===== src/rtl/serial_tx_pkg.sv =====
// Shared types and sizing helpers for the serial transmit scheduler.
package serial_tx_pkg;

  typedef enum logic [0:0] {
    IDLE  = 1'b0,
    SHIFT = 1'b1
  } state_t;

  // Index width for n items, never below one bit.
  function automatic int unsigned grant_w(input int unsigned n);
    return (n <= 1) ? 1 : $clog2(n);
  endfunction

endpackage


===== src/rtl/serial_tx_scheduler_if.sv =====
// Requester handshake plus serial lane signals for serial_tx_scheduler.
interface serial_tx_scheduler_if #(
  parameter int unsigned NUM_REQ    = 4,
  parameter int unsigned DATA_WIDTH = 16
);
  import serial_tx_pkg::*;

  localparam int unsigned GRANT_W = grant_w(NUM_REQ);

  logic [NUM_REQ-1:0]            req_valid;
  logic [NUM_REQ*DATA_WIDTH-1:0] req_data;
  logic [NUM_REQ-1:0]            req_ready;
  logic                          dout;
  logic                          dout_valid;
  logic                          dout_first;
  logic                          dout_last;
  logic [GRANT_W-1:0]            grant_id;
  logic                          busy;

  modport master (
    output req_valid, req_data,
    input  req_ready, dout, dout_valid, dout_first, dout_last, grant_id, busy
  );

  modport slave (
    input  req_valid, req_data,
    output req_ready, dout, dout_valid, dout_first, dout_last, grant_id, busy
  );

endinterface


===== src/rtl/serial_tx_scheduler_rr_pick.sv =====
// Combinational round-robin pick: first set request above ptr, wrapping around.
module rr_pick #(
  parameter int unsigned NUM_REQ = 4,
  parameter int unsigned GRANT_W = 2
) (
  input  logic [NUM_REQ-1:0] req,
  input  logic [GRANT_W-1:0] ptr,
  output logic [NUM_REQ-1:0] grant_c,
  output logic [GRANT_W-1:0] grant_idx_c,
  output logic               any_valid_c
);

  logic [GRANT_W-1:0] idx;

  always_comb begin
    grant_c     = '0;
    grant_idx_c = '0;
    any_valid_c = 1'b0;
    idx         = '0;
    for (int unsigned off = 1; off <= NUM_REQ; off++) begin
      idx = GRANT_W'((32'(ptr) + off) % NUM_REQ);
      if (!any_valid_c && req[idx]) begin
        any_valid_c  = 1'b1;
        grant_idx_c  = idx;
        grant_c[idx] = 1'b1;
      end
    end
  end

endmodule


===== src/rtl/serial_tx_scheduler.sv =====
// Round-robin share of one LSB-first serial lane between NUM_REQ parallel requesters.
module serial_tx_scheduler
  import serial_tx_pkg::*;
#(
  parameter int unsigned NUM_REQ    = 4,
  parameter int unsigned DATA_WIDTH = 16
) (
  input  logic                  clk,
  input  logic                  reset,
  serial_tx_scheduler_if.slave  bus
);

  localparam int unsigned GRANT_W = grant_w(NUM_REQ);
  localparam int unsigned CNT_W   = grant_w(DATA_WIDTH);
  localparam logic [CNT_W-1:0]   LAST_BIT = CNT_W'(DATA_WIDTH - 1);
  localparam logic [GRANT_W-1:0] PTR_INIT = GRANT_W'(NUM_REQ - 1);

  state_t                  state_q, state_d;
  logic [DATA_WIDTH-1:0]   shift_q, shift_d;
  logic [CNT_W-1:0]        cnt_q, cnt_d;
  logic [GRANT_W-1:0]      ptr_q, ptr_d;
  logic [GRANT_W-1:0]      gid_q, gid_d;

  logic [NUM_REQ-1:0]      pick_grant_c;
  logic [GRANT_W-1:0]      pick_idx_c;
  logic                    pick_any_c;
  logic                    last_bit_c;
  logic                    accept_c;
  logic [DATA_WIDTH-1:0]   word_c;

  rr_pick #(
    .NUM_REQ (NUM_REQ),
    .GRANT_W (GRANT_W)
  ) u_rr_pick (
    .req         (bus.req_valid),
    .ptr         (ptr_q),
    .grant_c     (pick_grant_c),
    .grant_idx_c (pick_idx_c),
    .any_valid_c (pick_any_c)
  );

  // Accept window is idle or the final bit of the current frame; reset blocks it.
  always_comb begin
    last_bit_c = (state_q == SHIFT) && (cnt_q == LAST_BIT);
    accept_c   = !reset && ((state_q == IDLE) || last_bit_c) && pick_any_c;
    word_c     = bus.req_data[32'(pick_idx_c) * DATA_WIDTH +: DATA_WIDTH];
  end

  assign bus.req_ready  = accept_c ? pick_grant_c : '0;
  assign bus.dout_valid = (state_q == SHIFT);
  assign bus.busy       = (state_q == SHIFT);
  assign bus.dout       = (state_q == SHIFT) & shift_q[0];
  assign bus.dout_first = (state_q == SHIFT) && (cnt_q == '0);
  assign bus.dout_last  = last_bit_c;
  assign bus.grant_id   = gid_q;

  always_comb begin
    state_d = state_q;
    shift_d = shift_q;
    cnt_d   = cnt_q;
    ptr_d   = ptr_q;
    gid_d   = gid_q;
    if (accept_c) begin
      state_d = SHIFT;
      shift_d = word_c;
      cnt_d   = '0;
      ptr_d   = pick_idx_c;
      gid_d   = pick_idx_c;
    end else if (state_q == SHIFT) begin
      if (last_bit_c) begin
        state_d = IDLE;
        shift_d = '0;
        cnt_d   = '0;
      end else begin
        shift_d = shift_q >> 1;
        cnt_d   = cnt_q + CNT_W'(1);
      end
    end
  end

  always_ff @(posedge clk) begin
    if (reset) begin
      state_q <= IDLE;
      shift_q <= '0;
      cnt_q   <= '0;
      ptr_q   <= PTR_INIT;
      gid_q   <= '0;
    end else begin
      state_q <= state_d;
      shift_q <= shift_d;
      cnt_q   <= cnt_d;
      ptr_q   <= ptr_d;
      gid_q   <= gid_d;
    end
  end

endmodule


===== src/flat_wrapper.sv =====
// flat-port wrapper written by rule: the top's interface ports become plain ports
module serial_tx_scheduler_flat import serial_tx_pkg::*;
#(
  parameter int unsigned NUM_REQ    = 4,
  parameter int unsigned DATA_WIDTH = 16
)
  (clk, reset, bus_req_valid, bus_req_data, bus_req_ready, bus_dout, bus_dout_valid, bus_dout_first, bus_dout_last, bus_grant_id, bus_busy);
  serial_tx_scheduler_if #(.NUM_REQ(NUM_REQ), .DATA_WIDTH(DATA_WIDTH)) bus_i ();
  input  logic clk;
  input  logic reset;
  input wire logic [$bits(bus_i.req_valid)-1:0] bus_req_valid;
  input wire logic [$bits(bus_i.req_data)-1:0] bus_req_data;
  output wire logic [$bits(bus_i.req_ready)-1:0] bus_req_ready;
  output wire logic [$bits(bus_i.dout)-1:0] bus_dout;
  output wire logic [$bits(bus_i.dout_valid)-1:0] bus_dout_valid;
  output wire logic [$bits(bus_i.dout_first)-1:0] bus_dout_first;
  output wire logic [$bits(bus_i.dout_last)-1:0] bus_dout_last;
  output wire logic [$bits(bus_i.grant_id)-1:0] bus_grant_id;
  output wire logic [$bits(bus_i.busy)-1:0] bus_busy;
  assign bus_i.req_valid = bus_req_valid;
  assign bus_i.req_data = bus_req_data;
  assign bus_req_ready = bus_i.req_ready;
  assign bus_dout = bus_i.dout;
  assign bus_dout_valid = bus_i.dout_valid;
  assign bus_dout_first = bus_i.dout_first;
  assign bus_dout_last = bus_i.dout_last;
  assign bus_grant_id = bus_i.grant_id;
  assign bus_busy = bus_i.busy;
  serial_tx_scheduler #(.NUM_REQ(NUM_REQ), .DATA_WIDTH(DATA_WIDTH)) u_core (.clk(clk), .reset(reset), .bus(bus_i));
endmodule

===== config.mk =====
export PLATFORM = sky130hd
export DESIGN_NAME = serial_tx_scheduler_flat
export DESIGN_NICKNAME = d
export VERILOG_FILES = /design/src/rtl/serial_tx_pkg.sv /design/src/rtl/serial_tx_scheduler_if.sv /design/src/rtl/serial_tx_scheduler_rr_pick.sv /design/src/rtl/serial_tx_scheduler.sv /design/src/flat_wrapper.sv
export SDC_FILE = /design/constraint.sdc
export NUM_CORES = 1
export LEC_CHECK = 0
export CAP_MARGIN = 20
export CORE_MARGIN = 2
export CORE_UTILIZATION = 40
export DETAILED_ROUTE_END_ITERATION = 12
export PLACE_DENSITY = 0.77
export SLEW_MARGIN = 20
export SYNTH_ARGS = -nofsm -noshare
export SYNTH_HDL_FRONTEND = slang
export SYNTH_SLANG_ARGS = --single-unit

===== constraint.sdc =====
create_clock -name clk -period 3.05 [get_ports clk]
set_input_delay 0.7625 -clock clk [delete_from_list [all_inputs] [get_ports clk]]
set_output_delay 0.7625 -clock clk [all_outputs]
set_load 0.01 [all_outputs]

**Yosys cells after proc, flatten, opt, wreduce, memory -nomap -nowiden**

Index checks and enable logic that the tools add are counted.
Widths: inputs -> output; s select.

- Bits in registers: 25
- Logic and storage cells: 80

- Add/subtract/negate cells: 5
- $lt $le $gt $ge: 8
- Equal/unequal tests: 1
- Shift operators: 1
- Multiplexer cells: 36
- Bitwise gates (word level): 5
- Reductions and logical operators: 19

Operators by type and width:

| kind | count |
|---|---|
| $shiftx 64x7->16 | 1 |
| $mux 16 | 2 |
| $mux 4 | 6 |
| $mux 1 | 15 |
| $mux 15 | 1 |
| $lt 2x3->1 const B | 4 |
| $or 4x4->4 | 3 |
| $logic_and 1x1->1 | 11 |
| $bmux 1 s2 | 4 |
| $demux 1 s2 | 4 |
| $ge 2x1->1 const B | 4 |
| $mux 2 | 4 |
| $add 2x1->2 const B | 2 |
| $add 2x2->2 const B | 2 |
| $add 4x1->4 const B | 1 |
| $eq 4x4->1 const B | 1 |
| $logic_not 1->1 | 4 |
| $logic_not 4->1 | 1 |
| $reduce_bool 2->1 | 1 |
| $reduce_or 2->1 | 1 |
| $and 1x1->1 | 1 |
| $logic_or 1x1->1 | 1 |
| $not 1->1 | 1 |

**Depth between registers and ports, before layout**

Gate-level depths: netlist of the first run.

- Depth in word-level cells: 15
- Mapped depth: 11
- Mapped depth without buffers: 8

**By module**

Synthesis of the first run repeated with hierarchy kept, for this count alone.

- Cells, all modules: 225
- Area total of the unflattened synthesis: 2,142.1 um^2

By module, submodules not included:

| module | instances | cells an instance | area an instance (um^2) | sequential area each (um^2) |
|---|---|---|---|---|
| serial_tx_scheduler | 1 | 157 | 1,616.6 | 500.5 |
| rr_pick | 1 | 68 | 525.5 | 0.0 |

**Worst setup path after synthesis of the first run**

OpenSTA, ideal clock, no wires.

- Path kind: reg-to-output
- Start: reg u_core.ptr_q[1]
- End: out bus_req_ready[0]
- Data arrival time: 2.246 ns
- Data required time: 2.288 ns
- Slack: 0.041 ns
- Cell stages (with the launch flop): 9
- Path buffers: 1
- Cells stage by stage: dfxtp_1 inv_1 ha_1 mux4_2 buf_6 or2_4 nor2_1 a221oi_1 nor2_1

- Word-level cells in the longest chain between the ends: 15

Ends and longest elaborated chain:

| element | RTL line | RTL |
|---|---|---|
| from (decl) | serial_tx_scheduler.sv:21 | `logic [GRANT_W-1:0] ptr_q, ptr_d;` |
| from (signal assigned) | serial_tx_scheduler.sv:92 | `ptr_q <= ptr_d;` |
| branches (longest 14 deep; another with $lt 2x3->1) | -- |  |
| $mux 4 (*) | serial_tx_scheduler.sv:49 | `assign bus.req_ready = accept_c ? pick_grant_c : '0;` |
| to (decl) | flat_wrapper.sv:13 | `output wire logic [$bits(bus_i.req_ready)-1:0] bus_req_ready;` |

Mark *: on every way between the ends. The select of a mux whose other input is x is not followed.

**Final worst setup path of the first run**

- Start: in bus_req_valid[2]
- End: out bus_req_ready[3]

- Word-level cells in the longest chain between the ends: 14

Ends and longest elaborated chain:

| element | RTL line | RTL |
|---|---|---|
| from (decl) | flat_wrapper.sv:11 | `input wire logic [$bits(bus_i.req_valid)-1:0] bus_req_valid;` |
| $bmux 1 s2 | serial_tx_scheduler_rr_pick.sv:22 | `if (!any_valid_c && req[idx]) begin` |
| $mux 1 (not written as such) | serial_tx_scheduler_rr_pick.sv:22 |  |
| $mux 1 | serial_tx_scheduler_rr_pick.sv:22 |  |
| $logic_not 1->1 | serial_tx_scheduler_rr_pick.sv:22 |  |
| $logic_and 1x1->1 | serial_tx_scheduler_rr_pick.sv:22 |  |
| $mux 1 | serial_tx_scheduler_rr_pick.sv:22 |  |
| $logic_not 1->1 | serial_tx_scheduler_rr_pick.sv:22 |  |
| $logic_and 1x1->1 | serial_tx_scheduler_rr_pick.sv:22 |  |
| $mux 1 | serial_tx_scheduler_rr_pick.sv:22 |  |
| $logic_not 1->1 | serial_tx_scheduler_rr_pick.sv:22 |  |
| $logic_and 1x1->1 | serial_tx_scheduler_rr_pick.sv:22 |  |
| $mux 1 | serial_tx_scheduler_rr_pick.sv:22 |  |
| $logic_and 1x1->1 | serial_tx_scheduler.sv:45 | `accept_c = !reset && ((state_q == IDLE) \|\| last_bit_c) && pick_any_c;` |
| $mux 4 (*) | serial_tx_scheduler.sv:49 |  |

Mark *: on every way between the ends. The rest lies on a longest branch, timed or not. The select of a mux whose other input is x is not followed.

==> summary by stage, run 1 <==
Detailed routing
The via count normalized by instance count is ~5.4. The number of search-and-repair iterations in the first detailed-routing pass is 4. After the first detailed-routing iteration, the DRC count stood at 86. The count of antenna-violating nets left after detailed routing is 0. The via count of the routed design is 2061.

In the final routed layout, each cell accounts on average for 14.80 um. The total routed wirelength is roughly 5.6 mm. The detailed-route DRC error count is 0.

Cells and area
The utilization after layout is 63.56%. The total non-filler cell area in the finished layout is 0.003226 sq mm. The post-route netlist has 28.06% of its cells at a drive strength greater than 1. For this run, the post-layout net count is 391. Compared with the post-synthesis result, the final layout area differs by 54.83%. In the final layout, the multi-input gates occupy 0.001514 sq mm. The number of fill cells is ~450. The antenna diode instance count is 0.

The register area is about 500 sq um.

Setup path
The largest fanout on the critical path is 6. The required time of the worst setup path is between 2000 and 2500 ps. The worst setup path is launched from a primary input. The worst setup path category is primary input to output port.

STA classifies the critical path endpoint as an output port. Data arrives at the worst endpoint at 2210 ps.

Clock tree
Clock-pin slew was measured on the worst setup and hold paths at 90 ps. TritonCTS built the clock tree. The cell sitting at the root of the clock tree is a sky130_fd_sc_hd__clkbuf_8. The sink count of the clock tree is 25. The maximum level of the CTS H-tree is 1. No sink is reached through more buffers than the 2 on the longest clock path. The total of hold buffers inserted after clock tree synthesis is 0. The clock reaches the later pin of the worst-skew pair after 270 ps.

The number of buffers inserted during clock tree synthesis is 3.

Floorplanning
From left edge to right edge, the die measures 76.17 um. Once the floorplan was initialized, standard cells occupied between 40% and 50% of the core. The floorplan step set the die height to 76.17 um. The standard-cell row count is 26. The floorplan step defined a core boundary enclosing 0.005075 sq mm. The die footprint is 0.005801 sq mm. The total I/O pin count is 81.

STA
The share of the clock period used by the worst path is 97.42%. At the pin with the least slew margin, the transition time is around 330 ps. The hold violation total from the final report is 0.

For the final database, setup skew stands at roughly 4 ps. The peak clock frequency supported by timing is ~340 MHz. The worst relative slew slack is approximately 80%. The clock period could shrink to 2971 ps. The count of final max-slew check failures came to 0.

The final number of setup-violating endpoints is 0. Setup repair after global routing left no endpoint under its margin.

Synthesis
Summing the areas of all compound-gate instances in the mapped netlist gives 25.65% of the synthesized area. Multiplexer cells account for 21.56% of the synthesized area. For this run, asynchronously set or reset flops after synthesis account for 0%. The number of cells produced by synthesis is 212.

The top-area cell type share of the netlist area is 24.02%. The sequential fraction of the synthesis area is 24.02%. sky130_fd_sc_hd__dfxtp_1 takes more of the synthesized area than any other cell. The netlist uses 51 different library cells. Sorting the synthesized cells by area gives the leading types as sky130_fd_sc_hd__dfxtp_1 24%, sky130_fd_sc_hd__mux2i_1 15%, sky130_fd_sc_hd__a22oi_1 6.8%.

A synthesized cell averages 9.827 sq um. The most common flop cell mapped by yosys is sky130_fd_sc_hd__dfxtp_1. The number of nets handed over by synthesis was 292. In this run, synthesis inferred 0 flip-flops with an integrated enable.

The synthesized-area fraction occupied by and/or/nand/nor cells is between 10% and 20%. The most common cell in the synthesized netlist is sky130_fd_sc_hd__mux2i_1. After synthesis the cells add up to 0.002083 sq mm. For this run, the number of Yosys warnings is 0. The dominant combinational cell family by area after synthesis is compound AO/OA/AOI/OAI gates.

The synthesized netlist devotes 0.4204% of its cell area to XOR and XNOR gates. By count the netlist is led by 31 x sky130_fd_sc_hd__mux2i_1, 25 x sky130_fd_sc_hd__dfxtp_1, 19 x sky130_fd_sc_hd__a22oi_1. The flip-flop and latch count after synthesis is 25. The share of synthesized cell area in full adder, half adder and majority cells is 6.006%.

Global routing
For this run the aggregate overflow at the end of global routing stands at 0. Entering global routing, the biggest net connects 24 pins. The first-pass GRT wire length is 9.397 mm. The number of antenna violations at the first check in global routing is 0. The number of global-route vias before repair was 2032. The global router's overall resource usage is 19.41%.

Worst hold path
The min-delay analysis places its worst path in the category flop to flop.

Power and ir drop
The maximum ir drop on the vdd rail is 0.3830 mV. Summing internal, switching and leakage power gives 2505 uW. Power spread over the standard cell area amounts to approximately 780 mW/mm^2. The analysis attributes to cell leakage a power of 0.001339 uW.

Status
The run finished with clean final reports.

Place
In this run the cell area measured after placement is slightly above 0.003 sq mm. Port buffering added 80 buffers. The routability congestion estimate is 0.8048. The wire-length estimate of the detail-placed layout is around 4.4 mm.

Job
The tool flagged a number of max-cap violations equal to 0.
[through the flow]
stage	TNS, ps	std cells	setup slack, ps	hold slack, ps
after global routing	0	380	11.61	529.8
after detailed placement	-8603	374	-813.2	482.1
after floorplan	0	212	41.06	467.0
after global placement	-7115	374	-695.5	459.0
final	0	380	78.68	488.1
after CTS	0	380	54.58	495.0
[cells by family after synthesis]
group,after synthesis
buffers and inverters,25
AO/OA/AOI/OAI,63
multiplexers,39
XOR/XNOR,1
adder cells (fa/ha/maj),10
flip-flops,25
AND/OR/NAND/NOR,49
[routing by layer]
| layer | GRT usage, % | routed length [um] |
|---|---|---|
| met5 | 0 | 0 |
| met4 | 2.182 | 46 |
| met3 | 3.436 | 258 |
| met2 | 34.91 | 2971 |
| met1 | 25.11 | 2348 |
[sequential cells by signal, summed over array words and instances (netlist names)]
signal	flops
u_core.shift_q	16
u_core.cnt_q	4
u_core.bus.grant_id	2
u_core.ptr_q	2
u_core.bus.busy	1
[where the power goes]
| group | internal (uW) | switching, uW |
|---|---|---|
| Clock | 93.7 | 108 |
| Sequential | 428 | 58.8 |
| Combinational | 976 | 841 |
[layout by cell type, fill, tap and decap left out, types with 2 or more instances in the layout]
| cell | Yosys | final |
|---|---|---|
| sky130_fd_sc_hd__dfxtp_1 | 25 | 24 |
| sky130_fd_sc_hd__a221oi_1 | 6 | 2 |
| sky130_fd_sc_hd__clkdlybuf4s50_1 | 0 | 72 |
| sky130_fd_sc_hd__nand2b_1 | 3 | 3 |
| sky130_fd_sc_hd__inv_1 | 9 | 9 |
| sky130_fd_sc_hd__o211a_1 | 2 | 2 |
| sky130_fd_sc_hd__o221ai_2 | 4 | 4 |
| sky130_fd_sc_hd__clkbuf_8 | 0 | 3 |
| sky130_fd_sc_hd__nand3_1 | 2 | 2 |
| sky130_fd_sc_hd__ha_1 | 10 | 9 |
| sky130_fd_sc_hd__buf_12 | 0 | 2 |
| sky130_fd_sc_hd__o21ai_0 | 5 | 5 |
| sky130_fd_sc_hd__or2_1 | 3 | 3 |
| sky130_fd_sc_hd__or2_2 | 10 | 10 |
| sky130_fd_sc_hd__nor3_1 | 2 | 2 |
| sky130_fd_sc_hd__a211oi_1 | 2 | 2 |
| sky130_fd_sc_hd__a21oi_1 | 3 | 3 |
| sky130_fd_sc_hd__mux2_2 | 4 | 4 |
| sky130_fd_sc_hd__nand3b_1 | 2 | 2 |
| sky130_fd_sc_hd__nor2_2 | 0 | 4 |
| sky130_fd_sc_hd__a22oi_1 | 19 | 15 |
| sky130_fd_sc_hd__buf_6 | 6 | 6 |
| sky130_fd_sc_hd__a22oi_2 | 0 | 4 |
| sky130_fd_sc_hd__a221oi_2 | 0 | 4 |
| sky130_fd_sc_hd__mux2i_1 | 31 | 31 |
| sky130_fd_sc_hd__mux4_2 | 3 | 3 |
| sky130_fd_sc_hd__o221ai_1 | 10 | 10 |
| sky130_fd_sc_hd__nand2_1 | 2 | 2 |
| sky130_fd_sc_hd__buf_2 | 1 | 4 |
| sky130_fd_sc_hd__buf_4 | 2 | 26 |
| sky130_fd_sc_hd__nor2_1 | 13 | 8 |
| sky130_fd_sc_hd__a21boi_0 | 2 | 2 |
[path summary, 6_finish.rpt]
path | startpoint | endpoint | slack [ps] | cells after the start
worst max-delay path | bus_req_valid[2] | bus_req_ready[3] | 80 | 8
worst min-delay path | u_core.bus.grant_id[1] | u_core.bus.grant_id[1] | 490 | 2
worst max register to register | u_core.ptr_q[1] | u_core.shift_q[0] | 360 | 10
worst min register to register | u_core.bus.grant_id[1] | u_core.bus.grant_id[1] | 490 | 2
[critical path, cell delays in order]
cell and delay, ps:
sky130_fd_sc_hd__buf_4 130, sky130_fd_sc_hd__mux4_2 520, sky130_fd_sc_hd__buf_6 170, sky130_fd_sc_hd__a22oi_2 170
sky130_fd_sc_hd__nor2_1 60, sky130_fd_sc_hd__a221oi_2 190, sky130_fd_sc_hd__nor2_2 70, sky130_fd_sc_hd__buf_2 140
[what timing repair did]
item | 4_1_cts | 5_1_grt
pin swaps | 2 | 5
endpoints found under the setup margin | 16 | 4
setup buffers | 2 | 2
gates resized for setup | 37 | 24
[cell type report]
cell class | instances | area share [%]
clock buffers | 4 | 1.396
flip-flops and latches | 25 | 15.55
multi-input cells | 162 | 46.94
repair buffers | 110 | 32.35
inverters | 9 | 1.047
well taps | 70 | 2.715
Power figures use the tool's default switching activity.
==> inputs of run 2 (changes only) <==
--- a/config.mk
+++ b/config.mk
@@ -8,6 +8,7 @@
 export CAP_MARGIN = 20
 export CORE_MARGIN = 2
 export CORE_UTILIZATION = 40
+export CTS_CLUSTER_DIAMETER = 80
 export DETAILED_ROUTE_END_ITERATION = 12
 export PLACE_DENSITY = 0.77
 export SLEW_MARGIN = 20
==> results of run 2 <==
The final DEF is identical to that of run 1; final timing and power are the same.
